`config.mk`:
```
export PLATFORM = sky130hd
export DESIGN_NAME = param_reg_file
export DESIGN_NICKNAME = d
export VERILOG_FILES = /design/src/rtl/rf_pkg.sv /design/src/rtl/rf_row.sv /design/src/rtl/param_reg_file.sv
export SDC_FILE = /design/constraint.sdc
export NUM_CORES = 1
export LEC_CHECK = 0
export CORE_ASPECT_RATIO = 0.5
export CORE_UTILIZATION = 35
export DETAILED_ROUTE_END_ITERATION = 10
export SLEW_MARGIN = 25
export SYNTH_ARGS = -nofsm -noshare
export SYNTH_HDL_FRONTEND = slang
export SYNTH_SLANG_ARGS = --single-unit
```
`constraint.sdc`:
```
create_clock -name clk -period 2.2 [get_ports clk]
set_input_delay 0.44 -clock clk [delete_from_list [all_inputs] [get_ports clk]]
set_output_delay 0.44 -clock clk [all_outputs]
set_load 0.1 [all_outputs]
```
`src/rtl/rf_pkg.sv`:
```
// Shared definitions for the parametrised register file.
//   rf_state_e : soft-clear sequencer states (idle / sweeping)
//   rf_aw      : address width for a given row count
package rf_pkg;

  typedef enum logic {
    RF_IDLE  = 1'b0,
    RF_CLEAR = 1'b1
  } rf_state_e;

  // Address width for DEPTH rows; DEPTH is a power of two >= 2.
  function automatic int rf_aw(input int depth);
    return (depth < 2) ? 1 : $clog2(depth);
  endfunction

endpackage

```
`src/rtl/rf_row.sv`:
```
// One storage row of the register file.
// Ports:
//   clk  : rising-edge clock
//   rst  : asynchronous active-low reset, clears the row
//   we   : write enable, loads d
//   clr  : synchronous clear, wins over we
//   d    : write data
//   q    : stored value
module rf_row #(
  parameter int WIDTH = 16
) (
  input  logic             clk,
  input  logic             rst,
  input  logic             we,
  input  logic             clr,
  input  logic [WIDTH-1:0] d,
  output logic [WIDTH-1:0] q
);

  always_ff @(posedge clk or negedge rst) begin
    if (!rst) begin
      q <= '0;
    end else if (clr) begin
      q <= '0;
    end else if (we) begin
      q <= d;
    end
  end

endmodule

```
`src/rtl/param_reg_file.sv`:
```
// Parametrised register file: DEPTH rows x WIDTH bits, NRD registered read
// ports, one write port, write-to-read bypass, optional hardwired-zero row 0
// and a soft-clear sweep that zeroes one row per cycle.
// Ports:
//   clk       : rising-edge clock
//   rst       : asynchronous active-low reset
//   wr_en     : write strobe (ignored during a clear sweep)
//   wr_addr   : write row
//   wr_data   : write data
//   rd_en     : per-port read enable
//   rd_addr   : packed read addresses, port p at [p*AW +: AW]
//   rd_data   : packed registered read data, port p at [p*WIDTH +: WIDTH]
//   rd_valid  : per-port data valid
//   clr_req   : pulse to start a clear sweep (ignored while sweeping)
//   clr_busy  : high while the sweep runs (exactly DEPTH cycles)
//   clr_state : current sweep-sequencer state, for observation
//
// Handshake: there is no back-pressure. A read accepted with rd_en[p]=1 at a
// clock edge produces rd_valid[p]=1 with its data for exactly the following
// cycle; rd_data[p] holds its last value when no read was accepted.
module param_reg_file
  import rf_pkg::*;
#(
  parameter int WIDTH   = 16,
  parameter int DEPTH   = 16,
  parameter int NRD     = 2,
  parameter int ZERO_R0 = 1,
  localparam int AW     = rf_aw(DEPTH)
) (
  input  logic                 clk,
  input  logic                 rst,
  input  logic                 wr_en,
  input  logic [AW-1:0]        wr_addr,
  input  logic [WIDTH-1:0]     wr_data,
  input  logic [NRD-1:0]       rd_en,
  input  logic [NRD*AW-1:0]    rd_addr,
  output logic [NRD*WIDTH-1:0] rd_data,
  output logic [NRD-1:0]       rd_valid,
  input  logic                 clr_req,
  output logic                 clr_busy,
  output rf_state_e            clr_state
);

  rf_state_e         state_q, state_d;
  logic [AW-1:0]     ptr_q, ptr_d;
  logic              wr_fire;
  logic [WIDTH-1:0]  rows [DEPTH];

  assign clr_busy  = (state_q == RF_CLEAR);
  assign clr_state = state_q;

  // A write only takes effect outside a sweep and never to a hardwired row 0.
  // The same qualified strobe drives the bypass, so dropped writes never bypass.
  assign wr_fire = wr_en && !clr_busy && !((ZERO_R0 != 0) && (wr_addr == '0));

  // ---------------- storage ----------------
  for (genvar i = 0; i < DEPTH; i++) begin : g_row
    if ((ZERO_R0 != 0) && (i == 0)) begin : g_zero
      assign rows[i] = '0;
    end else begin : g_reg
      rf_row #(.WIDTH(WIDTH)) u_row (
        .clk (clk),
        .rst (rst),
        .we  (wr_fire && (wr_addr == AW'(i))),
        .clr (clr_busy && (ptr_q == AW'(i))),
        .d   (wr_data),
        .q   (rows[i])
      );
    end
  end

  // ---------------- read ports ----------------
  for (genvar p = 0; p < NRD; p++) begin : g_rd
    logic [AW-1:0]    ra;
    logic [WIDTH-1:0] rv;
    logic [WIDTH-1:0] data_q;
    logic             valid_q;

    assign ra = rd_addr[p*AW +: AW];

    // Hardwired zero beats bypass, bypass beats stored contents.
    always_comb begin
      rv = rows[ra];
      if (wr_fire && (wr_addr == ra)) begin
        rv = wr_data;
      end
      if ((ZERO_R0 != 0) && (ra == '0)) begin
        rv = '0;
      end
    end

    always_ff @(posedge clk or negedge rst) begin
      if (!rst) begin
        data_q  <= '0;
        valid_q <= 1'b0;
      end else begin
        valid_q <= rd_en[p];
        if (rd_en[p]) begin
          data_q <= rv;
        end
      end
    end

    assign rd_data[p*WIDTH +: WIDTH] = data_q;
    assign rd_valid[p]               = valid_q;
  end

  // ---------------- soft-clear sequencer ----------------
  always_ff @(posedge clk or negedge rst) begin
    if (!rst) begin
      state_q <= RF_IDLE;
      ptr_q   <= '0;
    end else begin
      state_q <= state_d;
      ptr_q   <= ptr_d;
    end
  end

  always_comb begin
    state_d = state_q;
    ptr_d   = ptr_q;
    case (state_q)
      RF_IDLE: begin
        if (clr_req) begin
          state_d = RF_CLEAR;
          ptr_d   = '0;
        end
      end
      RF_CLEAR: begin
        ptr_d = ptr_q + 1'b1;
        if (ptr_q == AW'(DEPTH - 1)) begin
          state_d = RF_IDLE;
          ptr_d   = '0;
        end
      end
      default: begin
        state_d = RF_IDLE;
        ptr_d   = '0;
      end
    endcase
  end

endmodule

```
---- Word level (Yosys, flattened, before mapping) ----
Index checks and enable logic that the tools add are counted.
word-level totals
  register bits after elaboration ......... 279
  input bits .............................. 34
  logic and storage cells ................. 160
cells by class
  add/subtract/negate cells ............... 1
  bitwise gates (word level) .............. 3
  multiplexer cells ....................... 46
  equality and inequality tests ........... 33
  order comparisons ....................... 2
  reductions and logical operators ........ 54
operators with widths
  kind                                                                    number
  16-bit two-way mux                                                      38
  16-bit binary-select mux with 4-bit select                              2
  4-bit equality test (second input constant)                             16
  1-bit logical AND                                                       34
  4-bit by 3-bit equality test with 1-bit output (second input constant)  8
  2-bit nonzero test                                                      15
  4-bit by 2-bit equality test with 1-bit output (second input constant)  4
  4-bit zero test                                                         3
  5-bit >= comparator (second input constant)                             2
  4-bit NOT with 5-bit output                                             2
  4-bit by 1-bit equality test with 1-bit output (second input constant)  2
  4-bit equality test                                                     2
  4-bit two-way mux                                                       2
  4-bit one-hot mux with 2 select lines                                   1
  4-bit by 1-bit adder with 4-bit output (second input constant)          1
  1-bit zero test                                                         2
  1-bit two-way mux                                                       2
  2-bit inequality test (second input constant)                           1
  1-bit one-hot mux with 2 select lines                                   1
  1-bit NOT                                                               1

---- Longest topological paths before layout ----
  depth in word-level cells ............... 6
  depth in mapped cells ................... 8
  depth with buffers taken out ............ 6

---- By module ----
From an unflattened synthesis, not the netlist that was laid out.
second synthesis, totals
  cells, all modules ...................... 1353
  area total of the unflattened synthesis .. 15842.7 µm²
modules (own cells, without submodules)
  module          cells an instance  seq. area each (µm²)  area an instance (µm²)  instances
  rf_row          52                 400.4                 660.6                   15
  param_reg_file  573                975.9                 5933.2                  1

---- Worst setup path after synthesis ----
No wires, ideal clock.
  path type ............................... register -> register
  from .................................... register state_q, in the netlist clr_busy
  to ...................................... register g_row[14].g_reg.u_row.q[5]
  buffers on the path ..................... 2
  stages on the path, launching flop included .. 8
  period minus slack after synthesis ...... 2.396 ns
  setup slack ............................. -0.196 ns
  library setup time ...................... 0.132 ns
  arrival time ............................ 2.264 ns
  cell sequence ........................... dfrtp_1 > nand2b_1 > nor3b_2 > and3_1 > buf_4 > buf_4 > mux2i_1 > nor2_1
between the ends
  longest elaborated chain between the ends .. 5
  elaborated cells on any way between the ends .. 7
  those cells by class .................... mux: 1; reduce/logical: 6
RTL lines
  element                              RTL line               text
  from (decl)                          param_reg_file.sv:44   rf_state_e state_q, state_d;
  from (signal assigned)               param_reg_file.sv:114  state_q <= state_d;
  1-bit zero test                      param_reg_file.sv:54   assign wr_fire = wr_en && !clr_busy && !((ZERO_R0 != 0) && (wr_addr == '0));
  1-bit logical AND (2 in series)      param_reg_file.sv:54
  1-bit logical AND                    param_reg_file.sv:64   .we (wr_fire && (wr_addr == AW'(i))),
  2-bit nonzero test (no source line)  -
  to (signal assigned)                 rf_row.sv:22           q <= '0;
  to (signal assigned)                 rf_row.sv:24           q <= '0;
  to (signal assigned)                 rf_row.sv:26           q <= d;
  to (decl)                            rf_row.sv:17           output logic [WIDTH-1:0] q
Parallel ways exist; a longest one is shown, timed or not.
A chain may end at the register's enable or synchronous reset.

---- Final worst setup path ----
  from .................................... register g_row[6].g_reg.u_row.q[10]
  to ...................................... register g_rd[1].data_q[10]
between the ends
  longest elaborated chain between the ends .. 5
RTL lines
  element                                                 RTL line              text
  from (decl)                                             rf_row.sv:17
  from (signal assigned)                                  rf_row.sv:22
  from (signal assigned)                                  rf_row.sv:24
  from (signal assigned)                                  rf_row.sv:26
  16-bit binary-select mux with 4-bit select              param_reg_file.sv:83  rv = rows[ra];
  16-bit two-way mux (implied by the code) (2 in series)  param_reg_file.sv:83
  16-bit two-way mux                                      param_reg_file.sv:84  if (wr_fire && (wr_addr == ra)) begin
  16-bit two-way mux                                      param_reg_file.sv:87  if ((ZERO_R0 != 0) && (ra == '0)) begin
  to (signal assigned)                                    param_reg_file.sv:99  data_q <= rv;
  to (decl)                                               param_reg_file.sv:76  logic [WIDTH-1:0] data_q;
No other way between the ends. The select of a mux whose other input is x is not followed.

==> metrics.md <==
| Metric | Value |
|---|---|
| Hold crit path type | input port to asynchronous set/reset pin |
| Final Skew | 0.01585 ns |
| Clk pwr share | 0.318 |
| Setup Crit Path Kind | register to register |
| Most frequent cells after synthesis | nand2_1, dfrtp_1, a21oi_1 |
| Post-synth ARST share | 1.000 |
| Number of flops mapped to enable cells by yosys | 0 |
| Pwr/cell area | 860.1 nW/um^2 |
| Yosys top cell area share | 0.4481 |
| GRT Util Overall | 0.2490 |
| Post-synth cell types | 43 |
| Number of synthesis warnings | 0 |
| First-pass GRT wire length | ~85,000 um |
| WL final | 56,050 um |
| Lkg Pwr | 8.401 nW |
| DRC Markers | 0 |
| Internal power | 0.01071 W |
| Synth area leader | dfrtp_1 |
| CTS Root Cell | clkbuf_16 |
| Clk_lat worst skew | roughly 0.58 ns |
| Max Slew Vio Count | 0 |
| Vias | 13,430 |
| R2R depth | 5 |
| Setup violations, final | 0 |
| Met2 GRT Util | 0.3964 |
| Reg power frac | 0.407 |
| First-pass iteration count of the detailed router | 5 |
| Unrepaired setup endpoints after global routing | false |
| Die area | 45,420 sq um |
| DP Cell Count | 2,256 |
| Row cnt | 54 |
| Status | complete, no violations |
| Non-Filler Instances | 2,309 |
| Slew @ Worst Pin | between 0.7 and 0.8 ns |
| Initial antenna violation count | 0 |
| Synth top area cells | dfrtp_1, mux4_2, nand2_1 |
| Fillers | 4,081 |
| Mapped Nets | 1,611 |
| Final hold vios | 0 |
| Die X | 300.4 um |
| GR Util met1 | 0.3506 |
| Register area share after synthesis | 0.4481 |
| Top-count cell post-synth | nand2_1 |
| GRT overflow | 0 |
| IO Port Bufs | 69 |
| Top-Level Pins | 70 |
| Initial Utilization | 0.3564 |
| Top_reg_cell synth | dfrtp_1 |
| NetSw | 0.005665 W |
| GRT Max-Usage Layer | met2 |
| FMAX | 0.5224 GHz |
| Cts repair resizes | 0 |
| Core area | 43,710 sq um |
| Clk buf depth | 3 |
| Sw frac | 0.3459 |
| Tot Pwr | 0.01638 W |
| Area Growth Syn to Fin | 22.21% |
| Syn Std Cell Area | 15,580 sq um |
| Die height | around 150 um |
| DR iter-0 viols | 1,244 |
| Worst Path Required | ~2.7 ns |
| Fin crit share | 0.8702 |
| Layout cells sized above 1 | 0.2471 |
| Flops & latches, synth | approximately 280 |
| CP startpoint kind | register |
| Comb power frac | 0.276 |
| H-tree depth | 1 |
| Drt via density | ~5.8 |
| Max Cap Violations | 0 |
| Clock Sinks | roughly 280 |
| Critical Path Sink Type | register |
| Avg WL per Cell | 24.28 um |
| Largest net degree at the start of global routing | 72 |
| Clk slew on worst S/H paths | 0.07 ns |
| CTS tree | done |
| WP data arrival | 2.38 ns |
| GR Util met3 | 0.04188 |
| Vias in the first global route | approximately 13,000 |
| Max transition margin | 0.4735 |
| Routed Antenna Nets | 0 |
| Placer Congestion | 0.9252 |
| CTS buffer count | 29 |
| Tmin final | 1.914 ns |
| Final HPWL from detailed placement | 38,140 um |
| Fin nets | between 1,500 and 2,000 |
| Max FO, Critical Path | 3 |
| Maximum vdd ir drop | just over 0.0007 V |
| Mapped Cells | 1,573 |
| Synthesized area per cell | 9.905 sq um |
[per-layer routing]
metal | vias to the layer above | part of all wire | routed length (um)
li1 | 5872 | - | -
met1 | 6821 | 0.43 | 24290
met2 | 628 | 0.46 | 25620
met3 | 107 | 0.084 | 4689
met4 | 0 | 0.026 | 1450
met5 | - | 0 | 0
[what timing repair did]
action | CTS | global route
endpoints found under the hold margin | 62 | 0
buffers inserted | 0 | 0
setup endpoints to repair | 0 | 0
hold buffers | 1 | 0
[critical path, cell delays in order (launching register included)]
cell	delay [ns]
dfrtp_1	0.41
mux4_2	0.47
nor2b_1	0.18
nor3_1	0.17
a221o_1	0.29
a221o_1	0.29
[kinds of logic after synthesis]
kind of cell / Yosys count / synth area share
AOI/OAI and AO/OA: 327 / 0.1292
xor gates and xnor gates: 9 / 0.005059
adders and majority gates: 4 / 0.003212
buffers and inverters: 176 / 0.05083
DFF: 279 / 0.4481
muxes: 210 / 0.2057
and+or+nand+nor: 568 / 0.1580
[path summary, 6_finish.rpt]
path / to / startpoint / slack (ns)
setup / recovery: g_rd[1].data_q[10] / g_row[6].g_reg.u_row.q[10] / 0.29
hold / removal: g_row[3].g_reg.u_row.q[8] / rst / 0.42
setup reg to reg: g_rd[1].data_q[10] / g_row[6].g_reg.u_row.q[10] / 0.29
hold reg to reg: g_rd[0].data_q[2] / g_rd[0].data_q[2] / 0.53
max in group asynchronous: g_row[12].g_reg.u_row.q[3] / rst / 1.04
min in group clk: g_rd[0].data_q[2] / g_rd[0].data_q[2] / 0.53
[layout by cell type, fill, tap and decap left out, types with 3 or more instances in the layout]
cell type | Yosys | routed
xor2_1 | 7 | 7
mux2_2 | 60 | 60
nand2b_1 | 9 | 9
buf_4 | 11 | 183
clkbuf_8 | 0 | 8
buf_2 | 33 | 5
buf_12 | 0 | 37
clkinv_2 | 0 | 3
o22ai_1 | 30 | 30
a22oi_1 | 15 | 15
o21ai_0 | 20 | 20
o31ai_1 | 3 | 3
dfrtp_1 | 279 | 278
nor3_1 | 33 | 32
clkbuf_16 | 0 | 29
nor2b_1 | 41 | 39
nand4_1 | 4 | 4
clkdlybuf4s50_1 | 0 | 26
a221o_1 | 31 | 31
inv_1 | 19 | 19
a22o_1 | 14 | 14
nor2_1 | 89 | 89
ha_1 | 4 | 4
nand3_1 | 83 | 83
mux4_2 | 82 | 82
a221oi_1 | 17 | 17
bufinv_16 | 0 | 3
a21oi_1 | 193 | 193
nand2_1 | 297 | 297
clkbuf_1 | 90 | 4
mux2i_1 | 67 | 67
[power by group through the flow]
stage | Sequential (W) | Combinational (W) | Clock [W]
floorplan | 0.00709 | 0.00239 | 0
global placement | 0.00670 | 0.00440 | 0
detailed placement | 0.00672 | 0.00446 | 0
CTS | 0.00664 | 0.00448 | 0.00528
global route | 0.00676 | 0.00481 | 0.00544
finish | 0.00666 | 0.00451 | 0.00520
[registers in the layout, summed over array words and instances, names as in the netlist]
name / cells
g_rd.valid_q: 2
clr_busy: 1
g_rd.data_q: 32
ptr_q: 4
g_row.g_reg.u_row.q: 240
[metrics by stage]
stage	worst slack (ns)	TNS [ns]	instance area, sq um	util	hold slack, ns
3_3_place_gp	-0.2248	-9.903	18040	0.4127	0.4683
2_1_floorplan	0.03268	0	15580	-	0.1444
3_5_place_dp	-0.1855	-12.07	18040	0.4127	0.4606
6_report	0.2856	0	19040	0.4356	0.4242
4_1_cts	0.2726	0	19040	0.4355	0.4510
5_1_grt	0.1717	0	19040	0.4355	0.4877
[layout make-up]
class	instances	area, sq um	share of cell area
Clock inverter	10	138.9	0.007294
Antenna cell	1	2.502	0.0001314
Sequential cell	279	6983	0.3667
Timing Repair Buffer	253	2425	0.1273
Multi-Input combinational cell	1118	7835	0.4115
Clock buffer	41	850.8	0.04468
Inverter	19	71.32	0.003745
Tap cell	588	735.7	0.03864
No activity file was read; power rests on OpenSTA's default activity.
